===== src/rtl/boot_loader.sv =====
// boot_loader: assembles a little-endian byte stream into frames that load IMEM/DMEM
// and finally release the CPU. Frame checksum checking is enabled by BOOT_LOADER_CHECKSUM_EN.
module boot_loader #(
  parameter int IMEM_ADDR_W = 9,
  parameter int DMEM_ADDR_W = 10
) (
  input  logic        clk,
  input  logic        arst_n,
  input  logic        in_valid,
  input  logic [7:0]  in_data,
  output logic        in_ready,
  output logic [31:0] addr_ext,
  output logic        wen_ext,
  output logic        ren_ext,
  output logic [31:0] wdata_ext,
  output logic [31:0] addr_ext_2,
  output logic        wen_ext_2,
  output logic        ren_ext_2,
  output logic [31:0] wdata_ext_2,
  output logic        cpu_enable,
  output logic        busy,
  output logic        error,
  output logic [1:0]  err_code
);

`ifdef BOOT_LOADER_CHECKSUM_EN
  typedef enum logic [2:0] {
    S_HDR = 3'd0, S_BASE = 3'd1, S_DATA = 3'd2, S_CSUM = 3'd3, S_RUN = 3'd4, S_ERROR = 3'd5
  } state_t;
`else
  typedef enum logic [2:0] {
    S_HDR = 3'd0, S_BASE = 3'd1, S_DATA = 3'd2, S_RUN = 3'd4, S_ERROR = 3'd5
  } state_t;
`endif

  state_t      r_state;
  state_t      w_state_nxt;
  state_t      w_frame_end;
  logic [1:0]  r_byte_cnt;
  logic [23:0] r_word;
  logic        r_sel_dmem;
  logic [15:0] r_count;
  logic [31:0] r_addr;
  logic [31:0] r_addr_ext, r_wdata_ext, r_addr_ext_2, r_wdata_ext_2;
  logic        r_wen_ext, r_wen_ext_2;
  logic        r_error;
  logic [1:0]  r_err_code;
  logic        w_accept, w_word_done, w_in_range, w_wr, w_set_err;
  logic [1:0]  w_err_code;
  logic [31:0] w_word;
`ifdef BOOT_LOADER_CHECKSUM_EN
  logic [31:0] r_csum;
  assign w_frame_end = S_CSUM;
`else
  assign w_frame_end = S_HDR;
`endif

  assign w_accept    = in_valid && in_ready;
  assign w_word_done = w_accept && (r_byte_cnt == 2'd3);
  assign w_word      = {in_data, r_word};
  assign w_in_range  = r_sel_dmem ? (r_addr[31:DMEM_ADDR_W+2] == {(30-DMEM_ADDR_W){1'b0}})
                                  : (r_addr[31:IMEM_ADDR_W+2] == {(30-IMEM_ADDR_W){1'b0}});

  assign in_ready    = (r_state != S_RUN) && (r_state != S_ERROR);
  assign busy        = (r_state != S_HDR) && in_ready;
  assign cpu_enable  = (r_state == S_RUN);
  assign addr_ext    = r_addr_ext;
  assign wen_ext     = r_wen_ext;
  assign ren_ext     = 1'b0;
  assign wdata_ext   = r_wdata_ext;
  assign addr_ext_2  = r_addr_ext_2;
  assign wen_ext_2   = r_wen_ext_2;
  assign ren_ext_2   = 1'b0;
  assign wdata_ext_2 = r_wdata_ext_2;
  assign error       = r_error;
  assign err_code    = r_err_code;

  // State register
  always_ff @(posedge clk or negedge arst_n) begin
    if (!arst_n) r_state <= S_HDR;
    else         r_state <= w_state_nxt;
  end

  // Next-state, write-enable and error decode on each completed word
  always_comb begin
    w_state_nxt = r_state;
    w_wr        = 1'b0;
    w_set_err   = 1'b0;
    w_err_code  = 2'b00;
    if (w_word_done) begin
      case (r_state)
        S_HDR: begin
          case (w_word[31:24])
            8'hB0, 8'hB1: w_state_nxt = S_BASE;
            8'hB2:        w_state_nxt = S_RUN;
            default: begin
              w_state_nxt = S_ERROR;
              w_set_err   = 1'b1;
              w_err_code  = 2'b01;
            end
          endcase
        end
        S_BASE: begin
          if (r_count != 16'd0) w_state_nxt = S_DATA;
          else                  w_state_nxt = w_frame_end;
        end
        S_DATA: begin
          if (w_in_range) begin
            w_wr = 1'b1;
            if (r_count == 16'd1) w_state_nxt = w_frame_end;
            else                  w_state_nxt = S_DATA;
          end else begin
            w_state_nxt = S_ERROR;
            w_set_err   = 1'b1;
            w_err_code  = 2'b10;
          end
        end
`ifdef BOOT_LOADER_CHECKSUM_EN
        S_CSUM: begin
          if (w_word == r_csum) begin
            w_state_nxt = S_HDR;
          end else begin
            w_state_nxt = S_ERROR;
            w_set_err   = 1'b1;
            w_err_code  = 2'b11;
          end
        end
`endif
        default: w_state_nxt = r_state;
      endcase
    end else begin
      w_state_nxt = r_state;
    end
  end

  // Byte assembly, frame bookkeeping, registered memory ports and sticky error
  always_ff @(posedge clk or negedge arst_n) begin
    if (!arst_n) begin
      r_byte_cnt    <= 2'd0;
      r_word        <= 24'd0;
      r_sel_dmem    <= 1'b0;
      r_count       <= 16'd0;
      r_addr        <= 32'd0;
      r_addr_ext    <= 32'd0;
      r_wdata_ext   <= 32'd0;
      r_wen_ext     <= 1'b0;
      r_addr_ext_2  <= 32'd0;
      r_wdata_ext_2 <= 32'd0;
      r_wen_ext_2   <= 1'b0;
      r_error       <= 1'b0;
      r_err_code    <= 2'b00;
`ifdef BOOT_LOADER_CHECKSUM_EN
      r_csum        <= 32'd0;
`endif
    end else begin
      if (w_accept) begin
        r_byte_cnt <= r_byte_cnt + 2'd1;
        case (r_byte_cnt)
          2'd0:    r_word[7:0]   <= in_data;
          2'd1:    r_word[15:8]  <= in_data;
          2'd2:    r_word[23:16] <= in_data;
          default: r_word        <= r_word;
        endcase
      end
      if (w_word_done) begin
        case (r_state)
          S_HDR: begin
            r_sel_dmem <= (w_word[31:24] == 8'hB1);
            r_count    <= w_word[15:0];
`ifdef BOOT_LOADER_CHECKSUM_EN
            r_csum     <= 32'd0;
`endif
          end
          S_BASE: r_addr <= {w_word[31:2], 2'b00};
          S_DATA: begin
            r_count <= r_count - 16'd1;
            r_addr  <= r_addr + 32'd4;
`ifdef BOOT_LOADER_CHECKSUM_EN
            r_csum  <= r_csum + w_word;
`endif
          end
          default: r_count <= r_count;
        endcase
      end
      // The unselected port keeps its last address/data; only its strobe drops
      r_wen_ext   <= w_wr && !r_sel_dmem;
      r_wen_ext_2 <= w_wr && r_sel_dmem;
      if (w_wr && !r_sel_dmem) begin
        r_addr_ext  <= r_addr;
        r_wdata_ext <= w_word;
      end
      if (w_wr && r_sel_dmem) begin
        r_addr_ext_2  <= r_addr;
        r_wdata_ext_2 <= w_word;
      end
      if (w_set_err && !r_error) begin
        r_error    <= 1'b1;
        r_err_code <= w_err_code;
      end
    end
  end

endmodule


===== config.mk =====
export PLATFORM = sky130hd
export DESIGN_NAME = boot_loader
export DESIGN_NICKNAME = d
export VERILOG_FILES = /design/src/rtl/boot_loader.sv
export SDC_FILE = /design/constraint.sdc
export NUM_CORES = 1
export LEC_CHECK = 0
export CORE_ASPECT_RATIO = 1.2
export CORE_MARGIN = 2
export CORE_UTILIZATION = 53
export CTS_CLUSTER_SIZE = 28
export DETAILED_ROUTE_END_ITERATION = 12
export HOLD_SLACK_MARGIN = 0.15
export MAX_ROUTING_LAYER = met4
export PLACE_DENSITY_LB_ADDON = 0.25
export SLEW_MARGIN = 20
export SYNTH_ARGS = -nofsm -noshare
export SYNTH_HDL_FRONTEND = slang
export SYNTH_SLANG_ARGS = --single-unit

===== constraint.sdc =====
create_clock -name clk -period 3.1 [get_ports clk]
set_clock_uncertainty 0.15 [all_clocks]
set_input_delay 0.62 -clock clk [delete_from_list [all_inputs] [get_ports clk]]
set_output_delay 0.62 -clock clk [all_outputs]
set_load 0.02 [all_outputs]

=== Yosys cells after proc, flatten, opt, wreduce, memory -nomap -nowiden ===
Index checks and enable logic that the tools add are counted.

* Equal/unequal tests: 12
* Multiplexer cells: 19
* Div/mod/pow operators: 0
* Reductions and logical operators: 27
* Add/subtract/negate cells: 3
* Shift operators: 0
* Bitwise gates (word level): 0
* Order comparisons: 0
* Multiply operators: 0

{| class="wikitable"
|+ Operator list
! cell !! count
|-
| 32-bit case mux with 2 select lines || 1
|-
| 32-bit by 3-bit adder with 32-bit output (second input constant) || 1
|-
| 16-bit case mux with 2 select lines || 1
|-
| 8-bit == test (second input constant) || 3
|-
| 21-bit zero test || 1
|-
| 20-bit zero test || 1
|-
| 16-bit by 1-bit == test with 1-bit output (second input constant) || 1
|-
| 16-bit nonzero test || 1
|-
| 16-bit by 1-bit subtractor with 16-bit output (second input constant) || 1
|-
| 2-bit AND reduction || 7
|-
| 3-bit case mux with 3 select lines || 1
|-
| 1-bit two-way mux || 8
|-
| 2-bit two-way mux || 4
|-
| 1-bit logical AND || 7
|-
| 3-bit inequality test (second input constant) || 2
|-
| 3-bit case mux with 2 select lines || 1
|-
| 3-bit nonzero test || 2
|-
| 2-bit == test (second input constant) || 2
|-
| 2-bit case mux with 2 select lines || 1
|-
| 2-bit nonzero test || 2
|-
| 3-bit by 1-bit == test with 1-bit output (second input constant) || 1
|-
| 3-bit by 2-bit == test with 1-bit output (second input constant) || 1
|-
| 3-bit == test (second input constant) || 1
|-
| 3-bit zero test || 1
|-
| other kinds (8) || 9
|}

* Latch bits: 0
* Register bits after elaboration: 211
* RAM bits: 0
* Bits in read-only memories: 0
* Output and inout bits: 138
* Input bits: 11
* Memories: 0

=== Depth between registers and ports, before layout ===
* Depth in word-level cells: 6
* Gate-level depth with buffers: 8

=== Worst setup path after synthesis ===
Ideal clock, no wire load.

* Path kind: input port to flip-flop
* Start: input in_valid
* End: register r_wdata_ext[25] (netlist: wdata_ext[25])
* Buffers on the path: 2
* Slack: 0.690 ns
* Stages: 6
* Library setup time: 0.128 ns
* Required time: 2.822 ns
* Data arrival time: 2.132 ns
* Cells stage by stage: nor4bb_1 buf_2 nand2_4 nor4_4 buf_6 mux2_1

* Word-level cells in the longest chain between the ends: 4

{| class="wikitable"
|+ Ends and longest elaborated chain
! element !! line !! text
|-
| start, declared || 9 || <nowiki>input logic in_valid,</nowiki>
|-
| 1-bit logical AND || 58 || <nowiki>assign w_accept = in_valid && in_ready;</nowiki>
|-
| 1-bit logical AND || 59 || <nowiki>assign w_word_done = w_accept && (r_byte_cnt == 2'd3);</nowiki>
|-
| 1-bit two-way mux || 90 || <nowiki>if (w_word_done) begin</nowiki>
|-
| 1-bit logical AND || 188 || <nowiki>if (w_wr && !r_sel_dmem) begin</nowiki>
|-
| end signal, assigned || 190 || <nowiki>r_wdata_ext <= w_word;</nowiki>
|-
| end, declared || 44 || <nowiki>logic [31:0] r_addr_ext, r_wdata_ext, r_addr_ext_2, r_wdata_ext_2;</nowiki>
|}

No other way between the ends.
A chain may end at the register's enable or synchronous reset.

=== Final worst setup path ===
* Start: register r_state[2]
* End: output cpu_enable

* Word-level cells in the longest chain between the ends: 1

{| class="wikitable"
|+ Ends and longest elaborated chain
! element !! line !! text
|-
| start, declared || 36 || <nowiki>state_t r_state;</nowiki>
|-
| start signal, assigned || 81 || <nowiki>else r_state <= w_state_nxt;</nowiki>
|-
| 3-bit == test || 66 || <nowiki>assign cpu_enable = (r_state == S_RUN);</nowiki>
|-
| end, declared || 20 || <nowiki>output logic cpu_enable,</nowiki>
|}

No other way between the ends.

==> qor.txt <==
Global-route wire length before repair -> 36.02 mm
Cells after Synth -> 749
Initial Utilization -> 53.46%
CP bufs+invs -> 1
EDFF count, synth -> 0
Cell area after synthesis -> 8939 um2
RSZ-0062 raised after global routing -> false
Antenna Cells -> 0
Std-Cell Rows -> 52
# clock sinks -> 205
Minimum clock period -> 2.748 ns
Final wirelength -> 22.28 mm
Hold Path Class -> reg -> reg
Area share of and/or/nand/nor cells after synthesis -> 13.63%
Achievable frequency -> 363.9 MHz
Clk root buf -> clkbuf_16
FILL cells -> 1186
Synth Area in XOR/XNOR -> 0.1960%
Hold Violations, Final -> 0
CP peak stage delay -> 0.63 ns
CP arrival -> 1.98 ns
Vias per cell -> 5.925
R2r setup slk -> 0.51 ns
Drt wl/cell -> 19.81 um
Commonest non-fill, non-tap cell in the layout -> dfrtp_1
Largest net degree at the start of global routing -> 73
Die Height -> 146.3 um
Worst setup margin -> 0.3522 ns
Req. time, crit path -> 2.33 ns
Total core area -> 16720 um2
Die width -> 122.6 um
Total setup buffers inserted after CTS -> 0
Worst Path Max Fanout -> 8
Tot Pwr -> 0.007984 W
Fraction of synthesized area in multiplexers -> 13.48%
Vias -> 6666
Initial DRC Count -> 521
Worst path cell trace -> nand2b_1 > nor2_1 > clkdlybuf4s50_1
CP max-delay cell -> clkdlybuf4s50_1
Crit path kind -> reg -> out
Compound-gate portion of the synthesized area -> 10.51%
Async set-reset flop share out of synthesis -> 100.0%
Worst VDD drop -> 509.0 uV
Max Slew Vio Count -> 0
Synthesized flop and latch total -> 205
Vias in the first global route -> 6773
Max-Cap Viols -> 0
Commonest cells after routing, fill and taps aside -> 205 x dfrtp_1, 141 x clkdlybuf4s50_1, 77 x mux2_1
Worst hold endpoint -> wdata_ext_2[11]
Full die area -> 17920 um2
Port Buffers -> 142
Nets@finish -> 917
FF-to-FF path depth -> 5
Layout area overhead -> 26.58%
Post-route DRC violation count -> 0
Worst-path clk slew -> 0.06 ns
Placer congestion estimate -> 0.8991
CTS Buffer Depth -> 3
Critical R2R Capture -> wdata_ext_2[0]
Router iterations before antenna repair -> 6
H-tree Lvls -> 1
CTS tree -> built
Multi-input gate area -> 3516 um2
Total track usage -> 26.10%
Worst skew pair latency -> 0.50 ns
Setup slack after placement -> 0.1229 ns
Crit start category -> flip-flop
Num CTS Buffers -> 21
Slew @ Worst Pin -> 0.7107 ns
Worst path top cell family by delay -> buffers and inverters
Mean post-synth cell area -> 11.93 um2
Crit end category -> primary output
Top_reg_cell synth -> dfrtp_1
Yosys cell types -> 60
Hold Startpoint -> wdata_ext_2[11]
R2R Path Start -> r_addr[28]
Worst Hold Depth -> 1
I/O pin count -> 149
Status -> finished clean
Share of the yosys chip area belonging to registers -> 57.39%
Setup TNS -> 0 ns
YS warnings -> 0
Antenna violations before repair -> 0
Final Setup Violations -> 0
Layout cells sized above 1 -> 10.56%
Post-DP HPWL -> 14.94 mm
Relative slew slack -> 52.25%
ANT nets after route -> 0
Grt ovf -> 0
Pwr Density -> 705.7 nW/um2
P_leak -> 5.223 nW
Storage element area -> 5130 um2
Final Cycle Share -> 88.64%
Synth Area in Adders -> 1.120%
Combinational family with the most area after synthesis -> simple AND/OR/NAND/NOR gates
## kinds of logic (layout without fill, tap and decap cells)
kind of cell             after synthesis  in the layout
adder cells (fa/ha/maj)                8              8
AND/OR/NAND/NOR                      218            218
multiplexers                         107            107
XOR/XNOR                               2              2
buffers and inverters                 62            217
other                                  1              6
AO/OA/AOI/OAI                        146            146
flip-flops                           205            205
## layer usage
metal	part of all wire (%)	track usage, %	vias up	routed length, um
met5	0	-	-	0
met4	3.4	8.161	0	757
met3	6.1	4.180	62	1355
met2	49	41.64	288	10940
met1	41	34.38	3334	9231
li1	-	-	2982	-
## cell type report
type / instances / area share [%]
tap: 216 / 2.389
timing repair buffer: 169 / 14.96
sequential: 205 / 45.34
clock inverter: 7 / 0.6635
inverter: 14 / 0.4644
clock buffer: 27 / 5.109
multi-input combinational: 487 / 31.07
## synthesized netlist by cell type (10+ instances only)
cell | count | area share [%]
nor2_1 | 31 | 1.3
or3_1 | 13 | 0.91
clkbuf_1 | 23 | 0.97
nand3_1 | 23 | 1.3
nor2b_1 | 43 | 3.0
a21oi_1 | 34 | 1.9
mux2_1 | 77 | 9.7
nand2_1 | 41 | 1.7
o21ai_0 | 41 | 2.3
dfrtp_1 | 205 | 57
nor3_1 | 10 | 0.56
nor4_1 | 10 | 0.70
mux2_2 | 30 | 3.8
inv_1 | 14 | 0.59
## power by group
| part | switching, W | internal (W) | total (W) |
|---|---|---|---|
| combinational | 0.000894 | 0.000776 | 0.00167 |
| clock | 0.00104 | 0.00140 | 0.00244 |
| sequential | 0.000743 | 0.00313 | 0.00388 |
## worst max path at each step
stage | from | to | slack [ns] | depth (start not counted)
after floorplan | in_valid | wdata_ext[25] | 0.69 | 6
after global placement | in_valid | wdata_ext[8] | 0.17 | 6
after detailed placement | in_valid | wdata_ext_2[18] | 0.12 | 6
after CTS | r_state[2] | cpu_enable | 0.35 | 3
after global routing | r_state[2] | cpu_enable | 0.28 | 3
final | r_state[2] | cpu_enable | 0.35 | 3
## stage by stage
stage	hold slack [ns]	cells	area (um2)	utilization, %
after floorplan	0.1744	754	8957	-
after global routing	0.3444	1125	11310	67.67
after CTS	0.3378	1125	11310	67.67
after global placement	0.3154	1090	10650	63.70
final	0.3333	1125	11310	67.67
after detailed placement	0.3262	1090	10650	63.70
## sequential cells by signal (all words and copies together) (netlist names)
register	flops
wdata_ext	32
wdata_ext_2	32
addr_ext	30
addr_ext_2	30
r_addr	30
r_word	24
r_count	16
r_state	3
err_code	2
r_byte_cnt	2
error	1
r_sel_dmem	1
wen_ext	1
wen_ext_2	1
## repair_timing
action | CTS | global route
endpoints found under the hold margin | 66 | 0
gates resized for setup | 0 | 0
hold buffers | 1 | 0
(Power assumes the default switching activity.)
